<file path="config.mk">
export PLATFORM = sky130hd
export DESIGN_NAME = shift_serdes_flat
export DESIGN_NICKNAME = d
export VERILOG_FILES = /design/src/rtl/shift_serdes_if.sv /design/src/rtl/shift_serdes.sv /design/src/flat_wrapper.sv
export SDC_FILE = /design/constraint.sdc
export NUM_CORES = 1
export LEC_CHECK = 0
export ABC_AREA = 1
export BUFFER_PORTS_ARGS = -buffer_cell sky130_fd_sc_hd__buf_4
export CAP_MARGIN = 40
export CORE_ASPECT_RATIO = 1.2
export CORE_MARGIN = 2
export CORE_UTILIZATION = 61
export DETAILED_ROUTE_END_ITERATION = 12
export PLACE_DENSITY = 0.82
export SYNTH_ARGS = -nofsm -noshare
export SYNTH_HDL_FRONTEND = slang
export SYNTH_SLANG_ARGS = --single-unit
</file>
<file path="constraint.sdc">
create_clock -name clk -period 3.6 [get_ports clk]
set_input_delay 0.72 -clock clk [delete_from_list [all_inputs] [get_ports clk]]
set_output_delay 0.72 -clock clk [all_outputs]
set_load 0.05 [all_outputs]
</file>
<file path="src/rtl/shift_serdes_if.sv">
// rtl/shift_serdes_if.sv - handshake bundle between shift_serdes and its serial/parallel neighbours
interface shift_serdes_if #(
  parameter int WIDTH  = 8,
  parameter int LANE_W = 1
);
  logic              abort;
  logic              mode;
  logic [LANE_W-1:0] s_in;
  logic              s_in_valid;
  logic              s_in_ready;
  logic [WIDTH-1:0]  p_out;
  logic              p_out_valid;
  logic              p_out_ready;
  logic [WIDTH-1:0]  p_in;
  logic              p_in_valid;
  logic              p_in_ready;
  logic [LANE_W-1:0] s_out;
  logic              s_out_valid;
  logic              s_out_ready;
  logic              busy;
  logic              word_done;

  modport slave (
    input  abort, mode, s_in, s_in_valid, p_out_ready, p_in, p_in_valid, s_out_ready,
    output s_in_ready, p_out, p_out_valid, p_in_ready, s_out, s_out_valid, busy, word_done
  );

  modport master (
    output abort, mode, s_in, s_in_valid, p_out_ready, p_in, p_in_valid, s_out_ready,
    input  s_in_ready, p_out, p_out_valid, p_in_ready, s_out, s_out_valid, busy, word_done
  );
endinterface

</file>
<file path="src/rtl/shift_serdes.sv">
// rtl/shift_serdes.sv - LANE_W-bit serial <-> WIDTH-bit parallel converter, direction chosen per word
module shift_serdes #(
  parameter int WIDTH     = 8,
  parameter int LANE_W    = 1,
  parameter int MSB_FIRST = 0
) (
  input  logic          clk,
  input  logic          reset,
  shift_serdes_if.slave bus
);
  localparam int            BEATS = WIDTH / LANE_W;
  localparam int            CW    = (BEATS > 1) ? $clog2(BEATS) : 1;
  localparam logic [CW-1:0] LAST  = CW'(BEATS - 1);

  typedef enum logic [1:0] {IDLE, DESER, DHOLD, SER} state_t;

  state_t            state_q, state_d;
  logic [CW-1:0]     cnt_q, cnt_d;
  logic [WIDTH-1:0]  acc_q, acc_d;
  logic [WIDTH-1:0]  shadow_q, shadow_d;
  logic [WIDTH-1:0]  p_out_q, p_out_d;
  logic [LANE_W-1:0] s_out_q, s_out_d;
  logic              done_q, done_d;
  logic              s_in_ready, p_in_ready, p_out_valid, s_out_valid;
  logic              s_xfer, p_xfer, o_xfer;

  // MSB_FIRST only reorders slots; bits inside a lane keep their order
  function automatic int slot_lsb(input int beat);
    return ((MSB_FIRST != 0) ? (BEATS - 1 - beat) : beat) * LANE_W;
  endfunction

  assign s_xfer = bus.s_in_valid && s_in_ready;
  assign p_xfer = bus.p_in_valid && p_in_ready;
  assign o_xfer = s_out_valid && bus.s_out_ready;

  always_ff @(posedge clk or posedge reset) begin
    if (reset) begin
      state_q  <= IDLE;
      cnt_q    <= '0;
      acc_q    <= '0;
      shadow_q <= '0;
      p_out_q  <= '0;
      s_out_q  <= '0;
      done_q   <= 1'b0;
    end else begin
      state_q  <= state_d;
      cnt_q    <= cnt_d;
      acc_q    <= acc_d;
      shadow_q <= shadow_d;
      p_out_q  <= p_out_d;
      s_out_q  <= s_out_d;
      done_q   <= done_d;
    end
  end

  always_comb begin
    state_d  = state_q;
    cnt_d    = cnt_q;
    acc_d    = acc_q;
    shadow_d = shadow_q;
    p_out_d  = p_out_q;
    s_out_d  = s_out_q;
    done_d   = 1'b0;
    if (bus.abort) begin
      // abort beats every handshake, including a coincident last beat
      state_d = IDLE;
      cnt_d   = '0;
      acc_d   = '0;
    end else begin
      case (state_q)
        IDLE: begin
          if (s_xfer) begin
            acc_d[slot_lsb(0) +: LANE_W] = bus.s_in;
            if (BEATS == 1) begin
              p_out_d = acc_d;
              done_d  = 1'b1;
              state_d = DHOLD;
            end else begin
              cnt_d   = CW'(1);
              state_d = DESER;
            end
          end else if (p_xfer) begin
            shadow_d = bus.p_in;
            s_out_d  = bus.p_in[slot_lsb(0) +: LANE_W];
            cnt_d    = '0;
            state_d  = SER;
          end
        end
        DESER: begin
          if (s_xfer) begin
            acc_d[slot_lsb(int'(cnt_q)) +: LANE_W] = bus.s_in;
            if (cnt_q == LAST) begin
              p_out_d = acc_d;
              done_d  = 1'b1;
              cnt_d   = '0;
              state_d = DHOLD;
            end else begin
              cnt_d = cnt_q + CW'(1);
            end
          end
        end
        DHOLD: begin
          if (bus.p_out_ready) state_d = IDLE;
        end
        SER: begin
          if (o_xfer) begin
            if (cnt_q == LAST) begin
              cnt_d   = '0;
              done_d  = 1'b1;
              state_d = IDLE;
            end else begin
              cnt_d   = cnt_q + CW'(1);
              s_out_d = shadow_q[slot_lsb(int'(cnt_q) + 1) +: LANE_W];
            end
          end
        end
        default: state_d = IDLE;
      endcase
    end
  end

  // readies are gated by reset so every output reads 0 while reset is held
  always_comb begin
    s_in_ready  = 1'b0;
    p_in_ready  = 1'b0;
    p_out_valid = (state_q == DHOLD);
    s_out_valid = (state_q == SER);
    if (!reset) begin
      case (state_q)
        IDLE: begin
          s_in_ready = !bus.mode;
          p_in_ready = bus.mode;
        end
        DESER:   s_in_ready = 1'b1;
        default: ;
      endcase
    end
  end

  assign bus.s_in_ready  = s_in_ready;
  assign bus.p_in_ready  = p_in_ready;
  assign bus.p_out_valid = p_out_valid;
  assign bus.s_out_valid = s_out_valid;
  assign bus.p_out       = p_out_q;
  assign bus.s_out       = s_out_q;
  assign bus.busy        = (state_q != IDLE);
  assign bus.word_done   = done_q;
endmodule

</file>
<file path="src/flat_wrapper.sv">
// flat-port wrapper written by rule: the top's interface ports become plain ports
module shift_serdes_flat 
#(
  parameter int WIDTH     = 8,
  parameter int LANE_W    = 1,
  parameter int MSB_FIRST = 0
)
  (clk, reset, bus_abort, bus_mode, bus_s_in, bus_s_in_valid, bus_p_out_ready, bus_p_in, bus_p_in_valid, bus_s_out_ready, bus_s_in_ready, bus_p_out, bus_p_out_valid, bus_p_in_ready, bus_s_out, bus_s_out_valid, bus_busy, bus_word_done);
  shift_serdes_if #(.WIDTH(WIDTH), .LANE_W(LANE_W)) bus_i ();
  input  logic clk;
  input  logic reset;
  input wire logic [$bits(bus_i.abort)-1:0] bus_abort;
  input wire logic [$bits(bus_i.mode)-1:0] bus_mode;
  input wire logic [$bits(bus_i.s_in)-1:0] bus_s_in;
  input wire logic [$bits(bus_i.s_in_valid)-1:0] bus_s_in_valid;
  input wire logic [$bits(bus_i.p_out_ready)-1:0] bus_p_out_ready;
  input wire logic [$bits(bus_i.p_in)-1:0] bus_p_in;
  input wire logic [$bits(bus_i.p_in_valid)-1:0] bus_p_in_valid;
  input wire logic [$bits(bus_i.s_out_ready)-1:0] bus_s_out_ready;
  output wire logic [$bits(bus_i.s_in_ready)-1:0] bus_s_in_ready;
  output wire logic [$bits(bus_i.p_out)-1:0] bus_p_out;
  output wire logic [$bits(bus_i.p_out_valid)-1:0] bus_p_out_valid;
  output wire logic [$bits(bus_i.p_in_ready)-1:0] bus_p_in_ready;
  output wire logic [$bits(bus_i.s_out)-1:0] bus_s_out;
  output wire logic [$bits(bus_i.s_out_valid)-1:0] bus_s_out_valid;
  output wire logic [$bits(bus_i.busy)-1:0] bus_busy;
  output wire logic [$bits(bus_i.word_done)-1:0] bus_word_done;
  assign bus_i.abort = bus_abort;
  assign bus_i.mode = bus_mode;
  assign bus_i.s_in = bus_s_in;
  assign bus_i.s_in_valid = bus_s_in_valid;
  assign bus_i.p_out_ready = bus_p_out_ready;
  assign bus_i.p_in = bus_p_in;
  assign bus_i.p_in_valid = bus_p_in_valid;
  assign bus_i.s_out_ready = bus_s_out_ready;
  assign bus_s_in_ready = bus_i.s_in_ready;
  assign bus_p_out = bus_i.p_out;
  assign bus_p_out_valid = bus_i.p_out_valid;
  assign bus_p_in_ready = bus_i.p_in_ready;
  assign bus_s_out = bus_i.s_out;
  assign bus_s_out_valid = bus_i.s_out_valid;
  assign bus_busy = bus_i.busy;
  assign bus_word_done = bus_i.word_done;
  shift_serdes #(.WIDTH(WIDTH), .LANE_W(LANE_W), .MSB_FIRST(MSB_FIRST)) u_core (.clk(clk), .reset(reset), .bus(bus_i));
endmodule
</file>
* Word level (Yosys, flattened, before mapping) *
Cells that the tools add are included.
W data, S select, Z words.

storage, ports and cells
  register bits after elaboration = 31
  output and inout bits = 15

cells by class
  add/sub/neg operators = 3
  eq/ne operators = 15
  shifts and indexed selects = 3
  mux-type cells = 36
  bitwise operators = 2
  reductions and logical operators = 18

operators with widths
  cell                      number
  $neg A3 Y33               1
  $shift A1 B33 Y8 const A  1
  $shiftx A1 B33 Y8         1
  $shiftx A8 B32 Y1         1
  $mux W3                   6
  $mux W2                   8
  $mux W8                   2
  $mux W1                   12
  $reduce_and A4 Y1         3
  $reduce_and A6 Y1         2
  $ne A3 B2 Y1 const B      3
  $ne A3 B3 Y1 const B      3
  $pmux W3 S3               1
  $bwmux W8                 1
  $pmux W1 S2               4
  $pmux W2 S4               1
  $reduce_bool A2 Y1        4
  $mux W7                   1
  $ne A2 B2 Y1 const B      3
  $add A3 B1 Y4 const B     1
  $eq A2 B2 Y1 const B      2
  $ne A4 B2 Y1 const B      1
  $reduce_bool A4 Y1        1
  $add A3 B1 Y3 const B     1
  10 further kinds          13

* Longest topological paths before layout *
Gate-level depths: netlist (run 1).

  depth after elaboration = 8
  depth in mapped cells = 11

* Worst setup path after synthesis (run 1) *
Ideal clock, no wire load.

  kind = in2out
  start point = in reset
  end point = out bus_s_in_ready
  arrival time = 2,162 ps
  data required time = 2,880 ps
  slack = 718 ps
  cell stages on the path = 3
  cell sequence = inv_1 > o21ai_0 > nor2_2

on the way
  cells in the longest elaborated chain, start to end = 1

RTL lines
  item         line                 RTL
  from (decl)  flat_wrapper.sv:11   input logic reset;
  $mux W1      shift_serdes.sv:128  if (!reset) begin
  to (decl)    flat_wrapper.sv:20   output wire logic [$bits(bus_i.s_in_ready)-1:0] bus_s_in_ready;

No other way between the ends.

* Worst setup path after layout (run 1) *
  start point = reg u_core.state_q[0]
  end point = out bus_p_in_ready

on the way
  cells in the longest elaborated chain, start to end = 3

RTL lines
  item                    line                 RTL
  from (decl)             shift_serdes.sv:17   state_t state_q, state_d;
  from (signal assigned)  shift_serdes.sv:46   state_q <= state_d;
  $logic_not A2 Y1        shift_serdes.sv:129  case (state_q)
  $mux W1                 shift_serdes.sv:129
  $mux W1                 shift_serdes.sv:128
  to (decl)               flat_wrapper.sv:23   output wire logic [$bits(bus_i.p_in_ready)-1:0] bus_p_in_ready;

No other way between the ends.

==> run summary, run 1 <==
outcome = complete, no violations
top-area cell type share of the netlist area = 0.380
Setup crit end kind = output port
post_cts resized = 0
IO buf count = 31
dominant cells by area after synthesis = dfrtp_1, nand2_1, ha_1
die area = 3710 um^2
CP max stage delay = 0.44 ns
Vias = 1,760
clock sinks = 30
Final min period = 2.56 ns
CTS Root Cell = clkbuf_4
Yosys top cell by area = dfrtp_1
Distinct cells, synth = 31
vias in the first global route = 1,635
row count = 22
Cell Area, Synth = 1970 um^2
clk slew on worst S/H paths = 0.10 ns
hold_buf cts = 0
antenna cells = 0
Worst path slowest cell = dfrtp_1
share of layout cells above drive strength 1 = 0.227
WS Path Type = reg -> out
Least-Margin Pin Slew = 0.404 ns
critical-path cell list = inv_1 -> ha_1 -> inv_2 -> nor3_4 -> buf_4
antenna violations before repair = 0
CP top delay family = buffers and inverters
Post-synth ARST share = 1.00
CTS tree = yes
crit share post-route = 0.712
area delta synth->final = 15.2%
die span in y = 66.3 um
main flop type after synthesis = dfrtp_1
Overall Global Routing Usage = 0.249
setup TNS = 0 ns
DPL Wire Length = 3.04 mm
drt drc = 0
clk_lat worst skew = 0.34 ns
Cells after Synth = 260
worst vdd ir = 588 uV
Worst EP required = 2.88 ns
GPL Wtd Cong = 1.00
Final setup viols = 0
count leader, synth = nand2_1
achievable frequency = 0.390 GHz
PwrDens = 593 nW/um^2
CTS Buffer Depth = 2
#FFs+latches synth = 30
Yosys warnings = 0
first-pass GRT wire length = 7.16 mm
core area = 3080 um^2
WL/cell = 12.3 um
slew margin rel. = 0.731
router iterations before antenna repair = 4
worst path bufs/invs = 3
filler instances = 274
NumNets Final = 322
Max Clock Skew = 0.00283 ns
Final ANT Viol Nets = 0
post-place setup slack = 1.42 ns
endpoints failing hold = 0
unrepaired setup endpoints after global routing = false
IO Pins = 32
sequential area share after synthesis = 0.380
die width = 55.9 um
Max Slew Vio Count = 0
Vias/cell = 5.32
Leak = 1.24 nW
largest net degree at the start of global routing = 32
max_cap viols = 0
worst min path class = reg -> reg
number of synthesized flops with an enable pin = 0
setup repair bufs after CTS = 0
CP max FO = 10
syn_nets = 288
slack of the critical path = 1.04 ns
1st-iter DRT viols = 35
total gr overflow = 0
initial core utilization = 0.640
list of most frequent post-synthesis cells = nand2_1, dfrtp_1, inv_1, nor2_1, nand3_1
Arrival @ worst endpoint = 1.84 ns
CP Launch Type = register
mean post-synth cell area = 7.59 um^2
htree depth = 2
wirelength, routed = 4.08 mm
TritonCTS buffer count = 5
-- cells by family (layout without fill, tap and decap cells) --
kind of cell,count (synthesis),count (layout),share of synthesized area
buffers and inverters,39,74,0.0894
AO/OA/AOI/OAI,33,33,0.106
flip-flops,30,30,0.380
AND/OR/NAND/NOR,147,147,0.354
adder cells (fa/ha/maj),11,11,0.0698
-- per-stage QoR --
step | utilization | hold slack [ns] | power, mW | cells | area (um^2)
6_report | 0.737 | 0.488 | 1.35 | 331 | 2270
3_5_place_dp | 0.717 | 0.466 | 1.13 | 323 | 2210
3_3_place_gp | 0.717 | 0.463 | 1.11 | 323 | 2210
5_1_grt | 0.737 | 0.513 | 1.46 | 331 | 2270
2_1_floorplan | - | 0.449 | 0.990 | 260 | 1970
4_1_cts | 0.737 | 0.493 | 1.35 | 331 | 2270
-- worst register-to-register path, cell delays in order (launching register included) --
cell and delay [ns]:
dfrtp_1 0.60, inv_1 0.24, ha_1 0.25, ha_1 0.33
inv_1 0.12, nor2_2 0.20, nand3_1 0.09, nand2_1 0.10
inv_1 0.04, nand2_1 0.06, o21ai_0 0.07
-- final timing paths --
| check | slack [ns] | to | cells after the start | startpoint |
|---|---|---|---|---|
| setup / recovery | 1.04 | bus_p_in_ready | 5 | u_core.state_q[0] |
| min in group asynchronous | 0.51 | u_core.bus.s_out | 3 | reset |
| max in group asynchronous | 2.82 | u_core.acc_q[7] | 3 | reset |
| hold reg to reg | 0.49 | u_core.bus.p_out[5] | 2 | u_core.bus.p_out[5] |
| hold / removal | 0.49 | u_core.bus.p_out[5] | 2 | u_core.bus.p_out[5] |
| setup reg to reg | 1.39 | u_core.acc_q[2] | 10 | u_core.cnt_q[0] |
-- power breakdown --
group | total [mW] | internal, mW | switching (mW)
Sequential | 0.452 | 0.404 | 0.0482
Clock | 0.224 | 0.0938 | 0.130
Combinational | 0.672 | 0.222 | 0.450
-- state kept, by name, indices dropped and copies added, names as in the netlist --
signal,flops
u_core.acc_q,8
u_core.bus.p_out,8
u_core.bus.s_out,1
u_core.bus.word_done,1
u_core.cnt_q,3
u_core.shadow_q,7
u_core.state_q,2
-- final cells by class --
class / count / area, um^2 / share of cell area
clock buffer: 6 / 51.3 / 0.0226
clock inverter: 2 / 12.5 / 0.00550
inverter: 34 / 128 / 0.0561
multi-input combinational: 191 / 1050 / 0.460
sequential: 30 / 751 / 0.330
tap: 36 / 45.0 / 0.0198
timing repair buffer: 32 / 240 / 0.106
-- placed cells by master, fill, tap and decap left out, types with 2 or more instances in the layout --
cell / count
nand2_4: 2
nor3_1: 2
o21ai_2: 6
a21oi_1: 9
buf_4: 32
nand4_1: 5
inv_1: 30
nor2_2: 3
o21ai_0: 6
nand3_1: 19
nand3_2: 2
ha_1: 11
a21oi_2: 4
dfrtp_1: 30
o21ai_1: 5
nor2_1: 20
nand2_1: 87
inv_2: 4
clkbuf_4: 5
-- routing by layer --
| metal | global-route usage | part of all wire | vias to the layer above |
|---|---|---|---|
| li1 | - | - | 899 |
| met1 | 0.297 | 0.44 | 807 |
| met2 | 0.445 | 0.50 | 46 |
| met3 | 0.0509 | 0.048 | 8 |
| met4 | 0.0863 | 0.017 | 0 |
| met5 | 0 | 0 | - |
(Power assumes the default switching activity.)
==> run 2: changes to the inputs <==
- CORE_UTILIZATION: 61 -> 56
- PLACE_DENSITY: 0.82 -> 0.76
- clock period: 3.6 -> 2.5 ns (I/O delays scaled with it)
==> run 2 against run 1 <==
  * Non-clock buffer count unchanged
  * Combinational power up 44%
  * Clock skew up 0.0031 ns
  * Cell count unchanged
  * Critical endpoint is now bus_s_in_ready
  * Largest cell class unchanged
  * Highest routed layer unchanged
==> run summary, run 2 (same netlist as run 1, synthesis figures left out) <==
outcome = complete, no violations
Worst R2R Start = u_core.cnt_q[0]
IO Pins = 32
endpoints failing hold = 0
commonest non-fill, non-tap cells in the layout = nand2_1, buf_4, dfrtp_1
wirelength, routed = 4.18 mm
die width = 58.2 um
1st-iter DRT viols = 79
Final ANT Viol Nets = 0
r2r endpoint = u_core.acc_q[2]
Vias/cell = 5.27
die area = 4020 um^2
unrepaired setup endpoints after global routing = false
critical-path cell list = inv_1 -> ha_1 -> o21ai_0 -> nor2_2 -> buf_4
worst min path class = in -> async
Non-Filler Instances = 331
total gr overflow = 0
Max Slew Vio Count = 0
IO buf count = 31
worst vdd ir = 794 uV
Vias = 1,744
NumNets Final = 322
setup repair bufs after CTS = 0
Final min period = 2.31 ns
first-pass GRT wire length = 7.20 mm
largest net degree at the start of global routing = 32
PwrDens = 911 nW/um^2
DPL Wire Length = 3.12 mm
WS Path Type = reg -> out
clk slew on worst S/H paths = 0.06 ns
core area = 3370 um^2
initial core utilization = 0.586
CP max FO = 10
CTS Root Cell = clkbuf_8
WL/cell = 12.6 um
Worst path slowest cell = dfrtp_1
hold_buf cts = 0
Least-Margin Pin Slew = 0.396 ns
Max Clock Skew = 0.00595 ns
commonest non-fill, non-tap cell in the layout = nand2_1
Placed Instances = 324
clock sinks = 30
die span in y = 69.0 um
Arrival @ worst endpoint = 1.81 ns
Overall Global Routing Usage = 0.230
vias in the first global route = 1,690
post_cts resized = 0
row count = 23
reg2reg setup slack = 0.39 ns
achievable frequency = 0.433 GHz
GPL Wtd Cong = 0.883
Worst EP required = 2.00 ns
worst path bufs/invs = 2
CP Launch Type = register
CTS Buffer Depth = 2
htree depth = 2
CP top delay family = flip-flops
CTS tree = yes
clk_lat worst skew = 0.29 ns
Final setup viols = 0
CP max stage delay = 0.42 ns
Setup crit end kind = output port
crit share post-route = 0.923
drt drc = 0
reg2reg path depth = 10
antenna violations before repair = 0
total power = 2.12 mW
antenna cells = 0
TritonCTS buffer count = 5
setup TNS = 0 ns
router iterations before antenna repair = 4
share of layout cells above drive strength 1 = 0.228
slew margin rel. = 0.736
Leak = 1.26 nW
max_cap viols = 0
area delta synth->final = 17.9%
## run 2: how the worst max path moves through the flow
stage                 startpoint                   to  depth (start not counted)  slack [ns]
2_1_floorplan              reset  u_core.bus.p_out[2]                          7        0.32
3_3_place_gp     u_core.cnt_q[0]      u_core.acc_q[2]                         10        0.48
3_5_place_dp     u_core.cnt_q[0]      u_core.acc_q[2]                         10        0.41
4_1_cts        u_core.state_q[1]       bus_p_in_ready                          5        0.22
5_1_grt        u_core.state_q[1]       bus_p_in_ready                          5        0.05
6_report       u_core.state_q[1]       bus_s_in_ready                          5        0.19
## run 2: metal layers
metal,part of all wire,vias to the layer above,GRT usage
li1,-,892,-
met1,0.44,788,0.284
met3,0.054,6,0.0619
met5,0,-,0
met4,0.015,0,0.0879
met2,0.49,58,0.378
## run 2: worst register-to-register path, cell delays in order (launching register included)
cell and delay [ns]:
dfrtp_1 0.57, inv_1 0.20, ha_1 0.24, ha_1 0.33, inv_1 0.11, nor2_2 0.19
nand3_1 0.09, nand2_1 0.09, inv_1 0.05, nand2_1 0.05, o21ai_0 0.06
## run 2: power by group
| part | internal [mW] | total, mW | switching (mW) |
|---|---|---|---|
| Combinational | 0.320 | 0.971 | 0.651 |
| Sequential | 0.584 | 0.655 | 0.0717 |
| Clock | 0.318 | 0.495 | 0.177 |
## run 2: final cells by class
cell class / count / area [um^2]
clock buffers: 6 / 82.6
flip-flops and latches: 30 / 751
repair buffers: 32 / 240
inverters: 34 / 131
well taps: 37 / 46.3
clock inverters: 1 / 30.0
fillers: 303 / 1040
multi-input cells: 191 / 1050
## run 2: per-stage QoR
stage,worst slack [ns],instance area (um^2),hold WS (ns),util
finish,0.192,2330,0.342,0.691
floorplan,0.319,1980,0.423,-
global route,0.0497,2330,0.386,0.691
global placement,0.479,2210,0.463,0.658
CTS,0.216,2330,0.361,0.691
detailed placement,0.414,2210,0.472,0.658
==> run 3: changes to the inputs <==
- ABC_AREA: 1 -> not set
- PLACE_DENSITY: 0.76 -> 0.77
==> run 3 against run 2 <==
  * First-iteration DRC count decreased by 33%
  * Combinational power increased by 2%
  * Clock power decreased by 29%
  * Critical path depth unchanged
  * Die area decreased by 3.7%
  * Sequential share of layout area increased by 1.3 points
  * Register-to-register slack got worse by 0.07 ns
  * Sequential power decreased by 3%
  * Core utilization decreased by 0.97 points
  * Count of clock-buffer cells in the layout increased by 1
  * Synthesized cell count decreased by 25%
  * Final area decreased by 3.9%
==> run summary, run 3 <==
WS Path Type = reg -> out
#FFs+latches synth = 30
Overall Global Routing Usage = 0.235
CP max stage delay = 0.45 ns
htree depth = 2
mean post-synth cell area = 9.77 um^2
setup repair bufs after CTS = 0
Final setup viols = 0
initial core utilization = 0.578
Cells after Synth = 194
die span in y = 67.7 um
GPL Wtd Cong = 0.912
Arrival @ worst endpoint = 1.75 ns
drt drc = 0
top-area cell type share of the netlist area = 0.396
crit share post-route = 0.900
unrepaired setup endpoints after global routing = false
setup TNS = 0 ns
power share of the combinational group = 0.501
Pint = 1.16 mW
CP max FO = 13
share of layout cells above drive strength 1 = 0.249
CTS tree = yes
antenna violations before repair = 0
sequential area share after synthesis = 0.396
clk slew on worst S/H paths = 0.06 ns
Leak = 1.11 nW
area delta synth->final = 18.0%
Non-Filler Instances = 262
Least-Margin Pin Slew = 0.452 ns
slew margin rel. = 0.697
row count = 23
die area = 3870 um^2
Post-synth ARST share = 1.00
Max Slew Vio Count = 0
reg2reg setup slack = 0.32 ns
endpoints failing hold = 0
Yosys top cell by area = dfrtp_1
Final ANT Viol Nets = 0
core area = 3280 um^2
IO Pins = 32
router iterations before antenna repair = 4
clk_lat worst skew = 0.28 ns
Vias/cell = 5.86
Placed Instances = 255
achievable frequency = 0.444 GHz
total power = 1.98 mW
total gr overflow = 0
list of most frequent post-synthesis cells = dfrtp_1, nand2_1, mux2i_1, nor2_1, o21ai_0
WL/cell = 15.7 um
Max Clock Skew = 0.00621 ns
count leader, synth = dfrtp_1
1st-iter DRT viols = 53
CTS Root Cell = clkbuf_8
slack of the critical path = 0.250 ns
Sw Ratio = 0.413
Worst path slowest cell = ha_1
outcome = complete, no violations
commonest non-fill, non-tap cell in the layout = buf_4
IO buf count = 31
max_cap viols = 0
hold_buf cts = 0
number of synthesized flops with an enable pin = 0
Vias = 1,535
Psw = 0.817 mW
reg2reg path depth = 7
area occupied by multi-input gates = 1070 um^2
Flop pwr share = 0.322
vias in the first global route = 1,537
wirelength, routed = 4.13 mm
CTS Buffer Depth = 2
DPL Wire Length = 3.17 mm
critical-path cell list = inv_1 -> ha_1 -> a22oi_1 -> nor2_1 -> buf_4
main flop type after synthesis = dfrtp_1
syn_nets = 222
Yosys warnings = 0
Setup crit end kind = output port
TritonCTS buffer count = 5
worst min path class = in -> async
PwrDens = 885 nW/um^2
first-pass GRT wire length = 6.89 mm
dominant cells by area after synthesis = dfrtp_1, mux2i_1, ha_1
antenna cells = 0
fin area = 2240 um^2
Final min period = 2.25 ns
Worst EP required = 2.00 ns
die width = 57.1 um
Cell Area, Synth = 1900 um^2
clock sinks = 30
commonest non-fill, non-tap cells in the layout = buf_4, dfrtp_1, nand2_1
area post-placement = 2160 um^2
Clk pwr share = 0.177
CP Launch Type = register
storage element area = 751 um^2
NumNets Final = 253
worst vdd ir = 640 uV
post-place setup slack = 0.254 ns
filler instances = 286
largest net degree at the start of global routing = 31
Distinct cells, synth = 43
run 3: final timing paths:
kind,start,to
setup / recovery,u_core.state_q[0],bus_s_in_ready
hold / removal,reset,u_core.bus.s_out
setup reg to reg,u_core.state_q[0],u_core.cnt_q[1]
hold reg to reg,u_core.bus.p_out[0],u_core.bus.p_out[0]
max in group asynchronous,reset,u_core.acc_q[3]
min in group clk,bus_p_in[5],u_core.shadow_q[5]
run 3: metrics by stage:
| stage | util | hold WS [ns] |
|---|---|---|
| detailed placement | 0.658 | 0.472 |
| finish | 0.682 | 0.345 |
| CTS | 0.681 | 0.355 |
| floorplan | - | 0.464 |
| global route | 0.682 | 0.387 |
| global placement | 0.658 | 0.465 |
run 3: repair_timing:
action                                  CTS  global route
endpoints found under the setup margin    0             1
resized for setup                         0             1
endpoints found under the hold margin     0             0
run 3: layout make-up:
| type | count | area share |
|---|---|---|
| multi-input combinational | 146 | 0.480 |
| sequential | 30 | 0.336 |
| clock buffer | 7 | 0.0341 |
| tap | 37 | 0.0207 |
| inverter | 7 | 0.0118 |
| timing repair buffer | 35 | 0.118 |
run 3: critical path, delay by kind of cell, from the launching register on:
family                     cells  cell delay [ns]
and+or+nand+nor                1             0.11
buffers and inverters          2             0.32
adders and majority gates      1             0.45
DFF                            1             0.42
AOI/OAI and AO/OA              1             0.17
run 3: cell families after synthesis:
kind of cell | synth area share
AOI/OAI and AO/OA | 0.127
adders and majority gates | 0.0726
buffers and inverters | 0.0389
DFF | 0.396
muxes | 0.154
and+or+nand+nor | 0.211
run 3: power by group through the flow:
stage | clock (mW) | sequential [mW] | combinational (mW)
floorplan | 0 | 0.649 | 0.752
global placement | 0 | 0.635 | 0.956
detailed placement | 0 | 0.647 | 0.981
CTS | 0.362 | 0.638 | 0.985
global route | 0.386 | 0.649 | 1.09
finish | 0.351 | 0.637 | 0.991
run 3: metal layers:
metal,up-vias,share of wire,track usage
li1,739,-,-
met1,742,0.39,0.252
met2,42,0.54,0.447
met3,12,0.045,0.0517
met4,0,0.026,0.0930
met5,-,0,0
